### config.mk
export PLATFORM = sky130hd
export DESIGN_NAME = instruction_parse_lut
export DESIGN_NICKNAME = d
export VERILOG_FILES = /design/src/rtl/instruction_parse_lut_pkg.sv /design/src/rtl/instruction_parse_lut_instr_fields.sv /design/src/rtl/instruction_parse_lut.sv
export SDC_FILE = /design/constraint.sdc
export NUM_CORES = 1
export LEC_CHECK = 0
export BUFFER_PORTS_ARGS = -buffer_cell sky130_fd_sc_hd__buf_2
export CAP_MARGIN = 25
export CORE_UTILIZATION = 35
export CTS_CLUSTER_SIZE = 20
export DETAILED_ROUTE_END_ITERATION = 10
export PLACE_DENSITY = 0.81
export SLEW_MARGIN = 0
export SYNTH_ARGS = -nofsm -noshare
export SYNTH_HDL_FRONTEND = slang
export SYNTH_HIERARCHICAL = 1
export SYNTH_SLANG_ARGS = --single-unit
### constraint.sdc
create_clock -name clk -period 2.5 [get_ports clk]
set_input_delay 0.5 -clock clk [delete_from_list [all_inputs] [get_ports clk]]
set_output_delay 0.5 -clock clk [all_outputs]
set_load 0.02 [all_outputs]
### src/rtl/instruction_parse_lut_pkg.sv
`default_nettype none
// ============================================================================
//  Module      : instruction_parse_lut_pkg
//  Description : Shared definitions for the multicycle MIPS-subset control
//                unit: state encodings, opcode/funct constants, ALU operation
//                codes and datapath mux select codes.
//  Revision    : 1.0  initial release
// ============================================================================
package instruction_parse_lut_pkg;

    // Controller states (6-bit encoding exported on the state port)
    typedef enum logic [5:0] {
        S_FETCH   = 6'd1,
        S_DECODE  = 6'd2,
        S_MEMADR  = 6'd3,
        S_LWRD    = 6'd4,
        S_LWWB    = 6'd5,
        S_SWWR    = 6'd6,
        S_REX     = 6'd7,
        S_RWB     = 6'd8,
        S_IEX     = 6'd9,
        S_IWB     = 6'd10,
        S_BR      = 6'd11,
        S_JMP     = 6'd12,
        S_JALLINK = 6'd13,
        S_JALWB   = 6'd14,
        S_JR      = 6'd15
    } state_t;

    // Opcodes
    localparam logic [5:0] C_OP_RTYPE = 6'h00;
    localparam logic [5:0] C_OP_J     = 6'h02;
    localparam logic [5:0] C_OP_JAL   = 6'h03;
    localparam logic [5:0] C_OP_BEQ   = 6'h04;
    localparam logic [5:0] C_OP_BNE   = 6'h05;
    localparam logic [5:0] C_OP_ADDI  = 6'h08;
    localparam logic [5:0] C_OP_XORI  = 6'h0E;
    localparam logic [5:0] C_OP_LW    = 6'h23;
    localparam logic [5:0] C_OP_SW    = 6'h2B;

    // R-type funct codes
    localparam logic [5:0] C_FN_JR    = 6'h08;
    localparam logic [5:0] C_FN_ADD   = 6'h20;
    localparam logic [5:0] C_FN_SUB   = 6'h22;
    localparam logic [5:0] C_FN_SLT   = 6'h2A;

    // ALU operations
    localparam logic [2:0] C_ALU_ADD  = 3'd0;
    localparam logic [2:0] C_ALU_SUB  = 3'd1;
    localparam logic [2:0] C_ALU_XOR  = 3'd2;
    localparam logic [2:0] C_ALU_SLT  = 3'd3;
    localparam logic [2:0] C_ALU_AND  = 3'd4;
    localparam logic [2:0] C_ALU_NAND = 3'd5;
    localparam logic [2:0] C_ALU_NOR  = 3'd6;
    localparam logic [2:0] C_ALU_OR   = 3'd7;

    // ALU operand A select
    localparam logic [1:0] C_SRCA_PC   = 2'd0;
    localparam logic [1:0] C_SRCA_A    = 2'd1;
    localparam logic [1:0] C_SRCA_BEN  = 2'd2;
    localparam logic [1:0] C_SRCA_ZERO = 2'd3;

    // ALU operand B select
    localparam logic [1:0] C_SRCB_SEXT_SH2 = 2'd0;
    localparam logic [1:0] C_SRCB_SEXT     = 2'd1;
    localparam logic [1:0] C_SRCB_B        = 2'd2;
    localparam logic [1:0] C_SRCB_FOUR     = 2'd3;

    // Next-PC select
    localparam logic [1:0] C_PCSRC_BRANCH = 2'd0;
    localparam logic [1:0] C_PCSRC_JUMP   = 2'd1;
    localparam logic [1:0] C_PCSRC_ALU    = 2'd2;
    localparam logic [1:0] C_PCSRC_ALUREG = 2'd3;

    // ALU operation for a supported R-type arithmetic funct
    function automatic logic [2:0] alu_op_for_funct(input logic [5:0] fn);
        case (fn)
            C_FN_SUB: alu_op_for_funct = C_ALU_SUB;
            C_FN_SLT: alu_op_for_funct = C_ALU_SLT;
            default:  alu_op_for_funct = C_ALU_ADD;
        endcase
    endfunction

endpackage
`default_nettype wire

### src/rtl/instruction_parse_lut_instr_fields.sv
`default_nettype none
// ============================================================================
//  Module      : instr_fields
//  Description : Combinational splitter of the 32-bit instruction word.
//  Ports       : instruction (in)  IR contents
//                opcode/rs/rt/rd/shamt/funct/imm/address (out) fields
//  Revision    : 1.0  initial release
// ============================================================================
module instr_fields (
    input  logic [31:0] instruction,
    output logic [5:0]  opcode,
    output logic [4:0]  rs,
    output logic [4:0]  rt,
    output logic [4:0]  rd,
    output logic [4:0]  shamt,
    output logic [5:0]  funct,
    output logic [15:0] imm,
    output logic [25:0] address
);

    assign opcode  = instruction[31:26];
    assign rs      = instruction[25:21];
    assign rt      = instruction[20:16];
    assign rd      = instruction[15:11];
    assign shamt   = instruction[10:6];
    assign funct   = instruction[5:0];
    assign imm     = instruction[15:0];
    assign address = instruction[25:0];

endmodule
`default_nettype wire

### src/rtl/instruction_parse_lut.sv
`default_nettype none
// ============================================================================
//  Module      : instruction_parse_lut
//  Description : Multicycle control unit for the 32-bit MIPS-subset CPU.
//                Splits the IR into fields and runs the per-instruction
//                Moore state machine driving all datapath controls.
//  Ports       : clk, reset (sync, active-high), instruction (IR contents)
//                rs/rt/rd/shamt/funct/imm/address : instruction fields
//                state/newstatus                  : current / next state
//                *_WE, BEN                        : write enables
//                MemIn, RegIn, Dst, jal, Immer,
//                BEQBNE, ALUSrcA, ALUSrcB, ALUOp,
//                PCSrc                            : datapath selects
//  Revision    : 1.0  initial release
// ============================================================================
module instruction_parse_lut
    import instruction_parse_lut_pkg::*;
(
    input  logic        clk,
    input  logic        reset,
    input  logic [31:0] instruction,
    output logic [4:0]  rs,
    output logic [4:0]  rt,
    output logic [4:0]  rd,
    output logic [4:0]  shamt,
    output logic [5:0]  funct,
    output logic [15:0] imm,
    output logic [25:0] address,
    output logic [5:0]  state,
    output logic [5:0]  newstatus,
    output logic        PC_WE,
    output logic        IR_WE,
    output logic        A_WE,
    output logic        B_WE,
    output logic        BEN,
    output logic        Reg_WE,
    output logic        Mem_WE,
    output logic        MemIn,
    output logic        RegIn,
    output logic        Dst,
    output logic        jal,
    output logic        Immer,
    output logic        BEQBNE,
    output logic [1:0]  ALUSrcA,
    output logic [1:0]  ALUSrcB,
    output logic [2:0]  ALUOp,
    output logic [1:0]  PCSrc
);

    logic [5:0] w_opcode;
    state_t     r_state;
    state_t     w_next;
    state_t     w_newstatus;

    logic w_pc_we, w_ir_we, w_a_we, w_b_we, w_ben, w_reg_we, w_mem_we;

    instr_fields u_fields (
        .instruction (instruction),
        .opcode      (w_opcode),
        .rs          (rs),
        .rt          (rt),
        .rd          (rd),
        .shamt       (shamt),
        .funct       (funct),
        .imm         (imm),
        .address     (address)
    );

    // Reset acts through the next-state path so the register needs no
    // separate reset branch: it always loads whatever newstatus shows.
    assign w_newstatus = reset ? S_FETCH : w_next;

    always_ff @(posedge clk) begin
        r_state <= w_newstatus;
    end

    always_comb begin
        w_next   = S_FETCH;
        w_pc_we  = 1'b0;
        w_ir_we  = 1'b0;
        w_a_we   = 1'b0;
        w_b_we   = 1'b0;
        w_ben    = 1'b0;
        w_reg_we = 1'b0;
        w_mem_we = 1'b0;
        MemIn    = 1'b0;
        RegIn    = 1'b0;
        Dst      = 1'b0;
        jal      = 1'b0;
        BEQBNE   = 1'b0;
        ALUSrcA  = C_SRCA_PC;
        ALUSrcB  = C_SRCB_SEXT_SH2;
        ALUOp    = C_ALU_ADD;
        PCSrc    = C_PCSRC_BRANCH;

        case (r_state)
            S_FETCH: begin
                w_ir_we = 1'b1;
                w_pc_we = 1'b1;
                ALUSrcA = C_SRCA_PC;
                ALUSrcB = C_SRCB_FOUR;
                PCSrc   = C_PCSRC_ALU;
                w_next  = S_DECODE;
            end
            S_DECODE: begin
                // PC already holds PC+4; BEN keeps it for the not-taken
                // branch and the JAL link, the ALU register gets the target.
                w_a_we  = 1'b1;
                w_b_we  = 1'b1;
                w_ben   = 1'b1;
                ALUSrcA = C_SRCA_PC;
                ALUSrcB = C_SRCB_SEXT_SH2;
                case (w_opcode)
                    C_OP_LW, C_OP_SW:     w_next = S_MEMADR;
                    C_OP_ADDI, C_OP_XORI: w_next = S_IEX;
                    C_OP_BEQ, C_OP_BNE:   w_next = S_BR;
                    C_OP_J:               w_next = S_JMP;
                    C_OP_JAL:             w_next = S_JALLINK;
                    C_OP_RTYPE: begin
                        case (funct)
                            C_FN_ADD, C_FN_SUB, C_FN_SLT: w_next = S_REX;
                            C_FN_JR:                      w_next = S_JR;
                            default:                      w_next = S_FETCH;
                        endcase
                    end
                    default:              w_next = S_FETCH;
                endcase
            end
            S_MEMADR: begin
                ALUSrcA = C_SRCA_A;
                ALUSrcB = C_SRCB_SEXT;
                if (w_opcode == C_OP_LW) begin
                    w_next = S_LWRD;
                end else if (w_opcode == C_OP_SW) begin
                    w_next = S_SWWR;
                end
            end
            S_LWRD: begin
                MemIn  = 1'b1;
                w_next = S_LWWB;
            end
            S_LWWB: begin
                w_reg_we = 1'b1;
                Dst      = 1'b1;
            end
            S_SWWR: begin
                w_mem_we = 1'b1;
                MemIn    = 1'b1;
            end
            S_REX: begin
                ALUSrcA = C_SRCA_A;
                ALUSrcB = C_SRCB_B;
                ALUOp   = alu_op_for_funct(funct);
                w_next  = S_RWB;
            end
            S_RWB: begin
                w_reg_we = 1'b1;
                RegIn    = 1'b1;
            end
            S_IEX: begin
                ALUSrcA = C_SRCA_A;
                ALUSrcB = C_SRCB_SEXT;
                ALUOp   = (w_opcode == C_OP_XORI) ? C_ALU_XOR : C_ALU_ADD;
                w_next  = S_IWB;
            end
            S_IWB: begin
                w_reg_we = 1'b1;
                RegIn    = 1'b1;
                Dst      = 1'b1;
            end
            S_BR: begin
                // A-B through the ALU; the datapath picks the ALU register
                // (target) or BEN (PC+4) from the zero flag and BEQBNE.
                ALUSrcA = C_SRCA_A;
                ALUSrcB = C_SRCB_B;
                ALUOp   = C_ALU_SUB;
                w_pc_we = 1'b1;
                PCSrc   = C_PCSRC_BRANCH;
                BEQBNE  = (w_opcode == C_OP_BNE);
            end
            S_JMP: begin
                w_pc_we = 1'b1;
                PCSrc   = C_PCSRC_JUMP;
            end
            S_JALLINK: begin
                // BEN holds PC+4, so +4 gives the PC+8 link value
                ALUSrcA = C_SRCA_BEN;
                ALUSrcB = C_SRCB_FOUR;
                w_next  = S_JALWB;
            end
            S_JALWB: begin
                w_reg_we = 1'b1;
                RegIn    = 1'b1;
                jal      = 1'b1;
                w_pc_we  = 1'b1;
                PCSrc    = C_PCSRC_JUMP;
            end
            S_JR: begin
                ALUSrcA = C_SRCA_A;
                ALUSrcB = C_SRCB_B;
                w_pc_we = 1'b1;
                PCSrc   = C_PCSRC_ALU;
            end
            default: begin
                w_next = S_FETCH;
            end
        endcase
    end

    assign state     = r_state;
    assign newstatus = w_newstatus;
    assign Immer     = 1'b0;

    // Enables are suppressed during reset so an aborted instruction
    // cannot commit anything on the reset edge.
    assign PC_WE  = w_pc_we  & ~reset;
    assign IR_WE  = w_ir_we  & ~reset;
    assign A_WE   = w_a_we   & ~reset;
    assign B_WE   = w_b_we   & ~reset;
    assign BEN    = w_ben    & ~reset;
    assign Reg_WE = w_reg_we & ~reset;
    assign Mem_WE = w_mem_we & ~reset;

endmodule
`default_nettype wire

==> results.md, run 1 <==
* Root buffer cell: sky130_fd_sc_hd__clkbuf_4
* Largest voltage drop on the vdd net at 117 uV
* CP Data Required Time at 2.00 ns
* Count of state elements after synthesis at 4
* Residual overflow from global routing at 0
* Final antenna diode count at 0
* Gp weighted congestion at 0.803
* Clock insertion delay at the later pin of the skew report at 0.23 ns
* Number of flip-flops in the largest register at 4
* Highest fanout seen on the critical path at 4
* Final antenna-violating net count at 0
* Share of async-settable or async-resettable flops after synthesis at 0%
* Residual DRC count at 0
* Die W at 62.3 um
* Core region area at 0.00342 mm2
* Max cap viols at 0
* FP Rows at 21
* Critical path endpoint category: output pin
* First-pass iteration count of the detailed router at 4
* Signal arrival time at the worst endpoint at 1.96 ns
* Post-Place Cells at 218
* Initial Utilization at 37.3%
* Bufs on Longest Clock Path at 2
* Startpoint class of the critical path: flop
* Most common cell after layout, fill and taps aside: sky130_fd_sc_hd__buf_2
* Class of the tightest hold or removal check: reg -> reg
* CTS Sinks at 4
* Post-detailed-placement cell area at 0.00104 mm2
* Slowest cell delay on critical path at 0.57 ns
* Slowest stage cell, crit path: sky130_fd_sc_hd__or4b_4
* Global-route usage over all layers at 12.4%
* Count of vias placed by the detailed router at 1052
* Post-route standard cell area excluding fillers at 0.00109 mm2
* Count of input and output buffers at 59
* Most frequent cells in the layout: sky130_fd_sc_hd__buf_2, sky130_fd_sc_hd__nor2_1, sky130_fd_sc_hd__nand2_1, sky130_fd_sc_hd__buf_4, sky130_fd_sc_hd__o21ai_0
* Count of flip-flops with a built-in enable after synthesis at 0
* Number of distinct library cells after synthesis at 35
* Worst-case clock skew at 0.00173 ns
* Number of H-tree levels at 1
* Proportion of layout cells with a drive suffix above 1 at 43.8%
* Min setup slack post-route at 0.0394 ns
* Placement-stage worst setup slack at 0.0858 ns
* Worst hold-check slack at 0.682 ns
* Total wire length at 2.51 mm
* Sequential share of the synthesized area at 6.29%
* CTS hold repair buffers at 0
* Clock tree from TritonCTS: done
* Antenna violations before repair at 0
* Number of non-filler instances in the completed layout at 222
* Global-route wire length before repair at 3.95 mm
* Post-route clock period utilization at 98.4%
* Yosys warning total at 6
* TritonCTS buffer count at 3
* Share of the core filled with cells in the final layout at 32.0%
* Register cell area after layout at 80.1 um2
* Maximum frequency from static timing analysis at 406 MHz
* Endpoints failing hold at 0
* RSZ-0062 raised after global routing: true
* Die Height at 62.3 um
* Post-synthesis cell area at 0.00127 mm2
* Detailed-route wire length per cell at 11.3 um
* Area growth from synthesis to final layout at -14.2%
* Post-synthesis cell count at 190
* Vias in the first global route at 832
* Main flop type after synthesis: sky130_fd_sc_hd__dfxtp_1
* Mean instance size in the synthesized netlist at 6.70 um2
* Clock period minus worst slack at 2.46 ns
* Net count, final at 212
* Clock slew at the register clock pins of the worst setup and hold paths at 0.04 ns
* Sum of net half-perimeters after detailed placement at 1.97 mm
* Category of the critical setup timing path: reg -> out
* Power density over the cells at 474 mW/mm2
* I/O pin count at 136
* Crit-path cells: or4b_4 -> nor4b_2 -> a22o_2 -> o21ai_1 -> a21oi_2 -> buf_4
* Fill cells at 388
* Total area of multi-input combinational cells at 562 um2
* Pin count of the biggest net entering global routing at 19
* Mean number of vias per cell at 4.74
* Total setup violations reported at the end of the flow at 0
* Run status: finished clean
* Leakage at 0.000537 uW
* Final slew viol count at 0
* Floorplan die area at 0.00388 mm2
* DRT iter0 DRCs at 61
-- area by class of cell --
cell class	instances	share of cell area, %
Multi-Input combinational cell	99	51.4
Timing Repair Buffer	66	32.5
Sequential cell	4	7.33
Tap cell	46	5.27
Clock buffer	3	2.06
Inverter	4	1.37
-- cells in the mapped netlist, drive strengths merged (2+ instances only) --
cell type / instances / area (um2)
buf: 83 / 627
nor2: 16 / 60.1
o21ai: 13 / 65.1
nand2: 11 / 41.3
a21oi: 9 / 45.0
nor3: 7 / 35.0
nand2b: 6 / 37.5
clkbuf: 5 / 18.8
dfxtp: 4 / 80.1
inv: 4 / 15.0
or3: 4 / 25.0
nand4: 3 / 18.8
mux2i: 2 / 20.0
nand3: 2 / 10.0
o21a: 2 / 15.0
or2: 2 / 12.5
-- logic make-up (layout without fill, tap and decap cells) --
family                    count (synthesis)  in the layout  synth area share (%)
other                                     1              6                 0.295
xor gates and xnor gates                  2              2                  1.38
AOI/OAI and AO/OA                        32             32                  15.2
DFF                                       4              4                  6.29
muxes                                     2              2                  1.57
buffers and inverters                    92             73                  51.9
and+or+nand+nor                          57             57                  23.3
-- stage by stage --
| step | total power (uW) | TNS, ns |
|---|---|---|
| after floorplan | 477 | 0 |
| after global placement | 421 | 0 |
| after detailed placement | 425 | 0 |
| after CTS | 514 | -0.0166 |
| after global routing | 554 | -0.112 |
| final | 518 | 0 |
-- report_power, final --
group / switching [uW] / internal, uW
Sequential: 3.69 / 73.0
Combinational: 230 / 130
Clock: 27.2 / 53.8
-- worst max-delay path, delay by kind of cell (launching register included) --
kind	cells	cell delay [ns]
flops	1	0.30
buf+inv	1	0.16
compound gates	3	0.45
simple gates	2	0.80
-- layer usage --
layer / track usage, % / wire, um / up-vias
li1: - / - / 519
met1: 17.2 / 1110 / 474
met2: 16.9 / 1150 / 56
met3: 2.94 / 236 / 3
met4: 7.56 / 16 / 0
met5: 0 / 0 / -
-- worst paths after layout --
kind                  from           end  slack, ns  cells after the start
setup / recovery  state[3]  newstatus[1]       0.04                      6
hold / removal    state[3]      state[0]       0.68                      2
setup reg to reg  state[3]      state[1]       0.76                      6
hold reg to reg   state[3]      state[0]       0.68                      2
-- timing repair --
action,4_1_cts,5_1_grt
endpoints found under the setup margin,2,4
gates resized for setup,2,5
setup buffers,0,1
pin swaps,1,3
Note: power is estimated with default switching activity, not from simulation.
==> run 2, diff against run 1 <==
Settings changed: PLACE_DENSITY 0.81 to not set, PLACE_DENSITY_LB_ADDON set to 0.2.
==> run 2 against run 1 <==
Core utilization is 0.11 points lower. Clock power is 6.7% lower. Critical path depth is 1 higher. Routed wire length is 3.4% higher. Sequential power is 2% higher. Sequential share of layout area hardly changed. Critical path type is now in -> out. Largest cell class unchanged.
==> results.md, run 2 (synthesis results as in run 1) <==
* TritonCTS buffer count at 3 (unchanged)
* R2R Path Start: state[3]
* Global-route wire length before repair at 4.09 mm (+3.7%)
* Total setup violations reported at the end of the flow at 0 (unchanged)
* Final antenna diode count at 0 (unchanged)
* Number of stages on the worst hold path at 4 (+2)
* Switching power share of the total at 50.2% (-0.18 points)
* RSZ-0062 raised after global routing: true
* Sw Pwr at 259 uW (-0.70%)
* Maximum frequency from static timing analysis at 401 MHz (-1.4%)
* Net count, final at 212 (unchanged)
* Residual DRC count at 0 (unchanged)
* Die Height at 62.3 um (unchanged)
* Number of H-tree levels at 1 (unchanged)
* Worst hold-check slack at 0.689 ns (+0.00678 ns)
* Class of the tightest hold or removal check: in -> reg
* Post-route clock period utilization at 99.9% (+1.4 points)
* Floorplan die area at 0.00388 mm2 (unchanged)
* Worst-case clock skew at 0.000882 ns (-0.000848 ns)
* Count of input and output buffers at 59 (unchanged)
* Area growth from synthesis to final layout at -14.5%
* Signal arrival time at the worst endpoint at 2.00 ns (+0.04 ns)
* Total wire length at 2.59 mm (+3.4%)
* First-pass iteration count of the detailed router at 4 (unchanged)
* Mean number of vias per cell at 4.68 (-1.2%)
* Largest voltage drop on the vdd net at 113 uV (-3.9%)
* Power density over the cells at 474 mW/mm2 (about the same)
* Highest fanout seen on the critical path at 4 (unchanged)
* Max cap viols at 0 (unchanged)
* Endpoints failing hold at 0 (unchanged)
* Critical path endpoint category: output pin
* Proportion of layout cells with a drive suffix above 1 at 43.2% (-0.57 points)
* Number of flip-flops in the largest register at 4 (unchanged)
* Leakage at 0.000537 uW (about the same)
* Setup Total Neg Slack at 0 ns (unchanged)
* Category of the critical setup timing path: in -> out
* Final slew viol count at 0 (unchanged)
* Hold path startpoint: reset
* Int Pwr at 257 uW (about the same)
* Worst reg2reg path depth at 5 (-1)
* Startpoint class of the critical path: input port
* Pin count of the biggest net entering global routing at 19 (unchanged)
* Core region area at 0.00342 mm2 (unchanged)
* Sum of net half-perimeters after detailed placement at 2.10 mm (+7.0%)
* Clock insertion delay at the later pin of the skew report at 0.23 ns (about the same)
* Bufs on Longest Clock Path at 2 (unchanged)
* Die W at 62.3 um (unchanged)
* Final antenna-violating net count at 0 (unchanged)
* Reg2reg end: state[2]
* Residual overflow from global routing at 0 (unchanged)
* Most common cell after layout, fill and taps aside: sky130_fd_sc_hd__buf_2
* Antenna violations before repair at 0 (unchanged)
* Detailed-route wire length per cell at 11.7 um (+3.4%)
* FP Rows at 21 (unchanged)
* Buffer count from post-CTS setup fixing at 0 (unchanged)
* Count of vias placed by the detailed router at 1039 (-1.2%)
* Relative contribution of sequential cells to total power at 15.1% (+0.3 points)
* I/O pin count at 136 (unchanged)
* Worst Hold End: state[1]
* Gp weighted congestion at 0.869 (+8.2%)
* Clock slew at the register clock pins of the worst setup and hold paths at 0.03 ns (about the same)
* CTS Sinks at 4 (unchanged)
* Clock period minus worst slack at 2.50 ns (+0.0360 ns)
* DRT iter0 DRCs at 31 (-49%)
* Portion of total power attributed to the clock network at 14.6% (-1.0 points)
* Initial Utilization at 37.3% (unchanged)
* Most frequent cells in the layout: sky130_fd_sc_hd__buf_2, sky130_fd_sc_hd__nor2_1, sky130_fd_sc_hd__nand2_1, sky130_fd_sc_hd__buf_4, sky130_fd_sc_hd__o21ai_0
* Root buffer cell: sky130_fd_sc_hd__clkbuf_4
* CP Data Required Time at 2.00 ns (about the same)
* CTS hold repair buffers at 0 (unchanged)
* Combinational power share at 70.2% (+0.6 points)
* Run status: finished clean
* Global-route usage over all layers at 12.5% (+0.17 points)
* R2r setup slk at 0.84 ns (+0.08 ns)
* Vias in the first global route at 909 (+9.3%)
* Clock tree from TritonCTS: done
## run 2: cell counts in the layout (fill, tap and decap cells not counted)
Identical to the previous run, type by type.
## run 2: worst max-delay path by stage
stage	depth (start not counted)	start	slack, ns	end
after detailed placement	7	instruction[28]	0.04	newstatus[2]
after global routing	6	state[3]	-0.04	newstatus[2]
after CTS	6	state[3]	0.008	newstatus[2]
final	7	instruction[28]	0.003	newstatus[2]
after floorplan	6	instruction[28]	0.12	newstatus[2]
after global placement	7	instruction[28]	0.13	newstatus[2]
## run 2: power by group through the flow
| stage | clock [uW] | combinational (uW) | sequential [uW] |
|---|---|---|---|
| 3_5_place_dp | 0 | 356 | 79.3 |
| 3_3_place_gp | 0 | 353 | 78.9 |
| 5_1_grt | 87.5 | 392 | 79.0 |
| 6_report | 75.6 | 363 | 78.2 |
| 4_1_cts | 78.8 | 361 | 78.3 |
| 2_1_floorplan | 0 | 384 | 93.4 |
## run 2: final cells by class
| cell class | count | area, um2 |
|---|---|---|
| Clock buffer | 3 | 22.5 |
| Fill cell | 392 | 2330 |
| Inverter | 4 | 15.0 |
| Multi-Input combinational cell | 99 | 558 |
| Sequential cell | 4 | 80.1 |
| Tap cell | 46 | 57.6 |
| Timing Repair Buffer | 66 | 355 |
## run 2: layer usage
layer	vias to the layer above	share of wire, %	GRT usage, %
li1	525	-	-
met1	466	43	15.6
met2	48	49	21.0
met3	0	8.5	2.94
met4	0	0	4.36
met5	-	0	0
## run 2: metrics by stage
step / std cells / area (um2) / utilization [%] / setup WS, ns / power (uW)
finish: 222 / 1090 / 31.9 / 0.00343 / 516
global route: 222 / 1090 / 31.9 / -0.0422 / 559
CTS: 222 / 1080 / 31.7 / 0.00793 / 518
detailed placement: 219 / 1050 / 30.8 / 0.0438 / 435
global placement: 219 / 1050 / 30.8 / 0.135 / 432
floorplan: 195 / 1290 / - / 0.117 / 477
## run 2: timing repair
action	CTS	global route
pin swaps	1	1
setup endpoints to repair	2	4
hold endpoints to repair	0	0
resized for setup	3	3
## run 2: critical path: stages
cell and delay, ns:
sky130_fd_sc_hd__buf_2 0.11, sky130_fd_sc_hd__nand2b_1 0.17, sky130_fd_sc_hd__or3_1 0.41, sky130_fd_sc_hd__o32ai_1 0.30, sky130_fd_sc_hd__a21oi_1 0.11, sky130_fd_sc_hd__a21oi_1 0.21
sky130_fd_sc_hd__buf_4 0.18
==> run 3, diff against run 2 <==
Settings changed: ABC_CLOCK_PERIOD_IN_PS set to 2500, SYNTH_HIERARCHICAL 1 to not set.
==> run 3 against run 2 <==
The run now ends with setup timing left. Total power grew 0.74%. Design area up 5.4%. First-iteration DRC count rose by 65%. Clock power up 2%. Via count is 0.38% lower. Cell count fell by 1.4%. Critical path type is now reg -> out. Largest cell class unchanged.
==> results.md, run 3 <==
* Run status: finished with violations
* Failing checks: setup timing
* Top cell types by occurrence after synthesis: sky130_fd_sc_hd__buf_4, sky130_fd_sc_hd__nor2_1, sky130_fd_sc_hd__nand2_1, sky130_fd_sc_hd__clkbuf_1, sky130_fd_sc_hd__nor3_1
* Min setup slack post-route at -0.0106 ns (-0.0140 ns)
* Area growth from synthesis to final layout at -9.12%
* Signal arrival time at the worst endpoint at 2.01 ns (about the same)
* Global-route usage over all layers at 13.5% (+1.0 points)
* Maximum frequency from static timing analysis at 398 MHz (-0.56%)
* Bufs on Longest Clock Path at 2 (unchanged)
* Gp weighted congestion at 0.824 (-5.2%)
* Final antenna-violating net count at 0 (unchanged)
* Max cap viols at 0 (unchanged)
* Largest area contributor in the synthesized netlist: sky130_fd_sc_hd__buf_4
* Mean instance size in the synthesized netlist at 6.79 um2 (+1.3%)
* Net count, final at 209 (-1.4%)
* Yosys warning total at 0 (-6)
* Final slew viol count at 0 (unchanged)
* Post-detailed-placement cell area at 0.00106 mm2 (+1.1%)
* Sum of net half-perimeters after detailed placement at 2.16 mm (+2.6%)
* CP top delay family: simple AND/OR/NAND/NOR gates
* DRT iter0 DRCs at 51 (+65%)
* Clock period minus worst slack at 2.51 ns (+0.0140 ns)
* Vias in the first global route at 866 (-4.7%)
* Most common cell after layout, fill and taps aside: sky130_fd_sc_hd__buf_2
* Global-route wire length before repair at 4.02 mm (-1.7%)
* Number of flip-flops in the largest register at 4 (unchanged)
* Buf+Inv Stages, Crit Path at 1 (-1)
* Count of vias placed by the detailed router at 1035 (-0.38%)
* Worst-case clock skew at 0.00193 ns (+0.00105 ns)
* Endpoints failing hold at 0 (unchanged)
* Share of Yosys cell area claimed by the top area cell type at 45.2% (-3.2 points)
* Proportion of layout cells with a drive suffix above 1 at 45.1% (+1.9 points)
* CP Data Required Time at 2.00 ns (about the same)
* Crit-path cells: or4b_4 -> or3_4 -> o2bb2ai_4 -> o21ai_1 -> a21oi_2 -> buf_6
* Slowest stage cell, crit path: sky130_fd_sc_hd__or4b_4
* Placement-stage worst setup slack at 0.140 ns (+0.0960 ns)
* Main flop type after synthesis: sky130_fd_sc_hd__dfxtp_1
* Number of H-tree levels at 1 (unchanged)
* Final antenna diode count at 0 (unchanged)
* CTS Sinks at 4 (unchanged)
* Compound-gate portion of the synthesized area at 15.0% (-0.28 points)
* Post-synthesis cell count at 186 (-2.1%)
* Count of flip-flops with a built-in enable after synthesis at 0 (unchanged)
* Top cells by area, synth: sky130_fd_sc_hd__buf_4, sky130_fd_sc_hd__dfxtp_1, sky130_fd_sc_hd__nor2_1
* Number of stages on the worst hold path at 4 (unchanged)
* Share of async-settable or async-resettable flops after synthesis at 0% (unchanged)
* Detailed-route wire length per cell at 12.4 um (+5.8%)
* Area fraction in and, or, nand and nor cells after synthesis at 25.2% (+1.9 points)
* Mean number of vias per cell at 4.73 (+0.98%)
* Critical path endpoint category: output pin
* Post-synthesis cell area at 0.00126 mm2 (-0.79%)
* Worst hold-check slack at 0.746 ns (+0.0565 ns)
* I/O pin count at 136 (unchanged)
* Number of distinct library cells after synthesis at 41 (+17%)
* Power density over the cells at 453 mW/mm2 (-4.4%)
* Total setup violations reported at the end of the flow at 1 (+1)
* Die Height at 62.1 um (-0.38%)
* TritonCTS buffer count at 3 (unchanged)
* Core region area at 0.00339 mm2 (-0.77%)
* Die W at 62.1 um (-0.38%)
* Pin count of the biggest net entering global routing at 20 (+1)
* Share of the core filled with cells in the final layout at 33.9% (+2.0 points)
* Post-route clock period utilization at 100% (+0.56 points)
* Largest voltage drop on the vdd net at 107 uV (-4.7%)
* Count of state elements after synthesis at 4 (unchanged)
* Highest fanout seen on the critical path at 3 (-1)
* Slowest cell delay on critical path at 0.57 ns (+0.16 ns)
* Category of the critical setup timing path: reg -> out
* Worst reg2reg path depth at 5 (unchanged)
* Residual DRC count at 0 (unchanged)
* Antenna violations before repair at 0 (unchanged)
* Post-route standard cell area excluding fillers at 0.00115 mm2 (+5.4%)
* Count of input and output buffers at 59 (unchanged)
* Residual overflow from global routing at 0 (unchanged)
* XOR/XNOR share of the synthesized area at 2.08% (+0.70 points)
* Largest family of logic cells by synthesized area: buffers and inverters
* Clock slew at the register clock pins of the worst setup and hold paths at 0.04 ns (about the same)
* Clock tree from TritonCTS: done
* Power, Total at 520 uW (+0.74%)
* Most frequent cells in the layout: sky130_fd_sc_hd__buf_2, sky130_fd_sc_hd__nor2_1, sky130_fd_sc_hd__nand2_1, sky130_fd_sc_hd__nor3_1, sky130_fd_sc_hd__buf_4
* Clock insertion delay at the later pin of the skew report at 0.23 ns (about the same)
* Top-count cell post-synth: sky130_fd_sc_hd__buf_4
* Sequential share of the synthesized area at 6.34% (+0.050 points)
* First-pass iteration count of the detailed router at 4 (unchanged)
* Floorplan die area at 0.00385 mm2 (-0.75%)
* Initial Utilization at 37.2% (about the same)
* Total wire length at 2.71 mm (+4.4%)
* Class of the tightest hold or removal check: in -> reg
* Fill cells at 391 (-0.26%)
* Portion of netlist area occupied by mux cells at 1.68% (+0.11 points)
* Adder and majority cell fraction of the synthesized area at 0% (unchanged)
* Startpoint class of the critical path: flop
* RSZ-0062 raised after global routing: true
* Number of cells on the critical path at 6 (-1)
* Root buffer cell: sky130_fd_sc_hd__clkbuf_4
* Leakage at 0.000553 uW (+2.9%)
* FP Rows at 21 (unchanged)
## run 3: cell types whose count changed after synthesis, moves of 3 or more
| cell | delta |
|---|---|
| sky130_fd_sc_hd__o21ai_0 | -4 |
| sky130_fd_sc_hd__nor2_1 | -4 |
| sky130_fd_sc_hd__clkbuf_1 | +3 |
| sky130_fd_sc_hd__buf_4 | -6 |
## run 3: layout make-up
class	instances	area [um2]	area share, %
flip-flops and latches	4	80.1	6.98
inverters	2	7.51	0.654
repair buffers	65	355	31.0
multi-input cells	99	624	54.4
clock buffers	3	22.5	1.96
well taps	46	57.6	5.02
## run 3: repair_timing
| item | CTS | global route |
|---|---|---|
| setup endpoints to repair | 3 | 4 |
| hold buffers | 0 | 0 |
| gates resized for setup | 3 | 8 |
| pin swaps | 3 | 0 |
| setup buffers | 1 | 0 |
## run 3: final timing paths
check / from / end / slack (ns)
max: state[2] / newstatus[1] / -0.01
min: reset / state[1] / 0.75
max reg2reg: state[2] / state[1] / 0.78
min reg2reg: state[3] / state[0] / 0.76
## run 3: logic make-up after synthesis
group	after synthesis
flops	4
buf+inv	88
mux	2
other cells	1
xor+xnor	3
compound gates	29
simple gates	59
## run 3: metal layers
layer | track usage, % | wire length, um
met1 | 17.4 | 1170
met2 | 23.4 | 1320
met3 | 1.66 | 200
met4 | 4.13 | 13
met5 | 0 | 0
## run 3: power by group
| part | switching (uW) | leakage, uW | internal (uW) |
|---|---|---|---|
| logic | 238 | 0.000506 | 128 |
| registers | 4.10 | 0.0000328 | 72.9 |
| clock network | 23.8 | 0.0000138 | 53.5 |
| total | 265 | 0.000553 | 255 |
## run 3: worst reg2reg max path, delay by kind of cell, from the launching register on
kind / cells / cell delay [ns]
and+or+nand+nor: 2 / 0.93
AOI/OAI and AO/OA: 3 / 0.42
DFF: 1 / 0.30
## run 3: through the flow
step | TNS (ns) | cells
6_report | -0.0106 | 219
5_1_grt | -0.277 | 219
4_1_cts | -0.0105 | 219
3_5_place_dp | 0 | 215
3_3_place_gp | 0 | 215
2_1_floorplan | 0 | 191
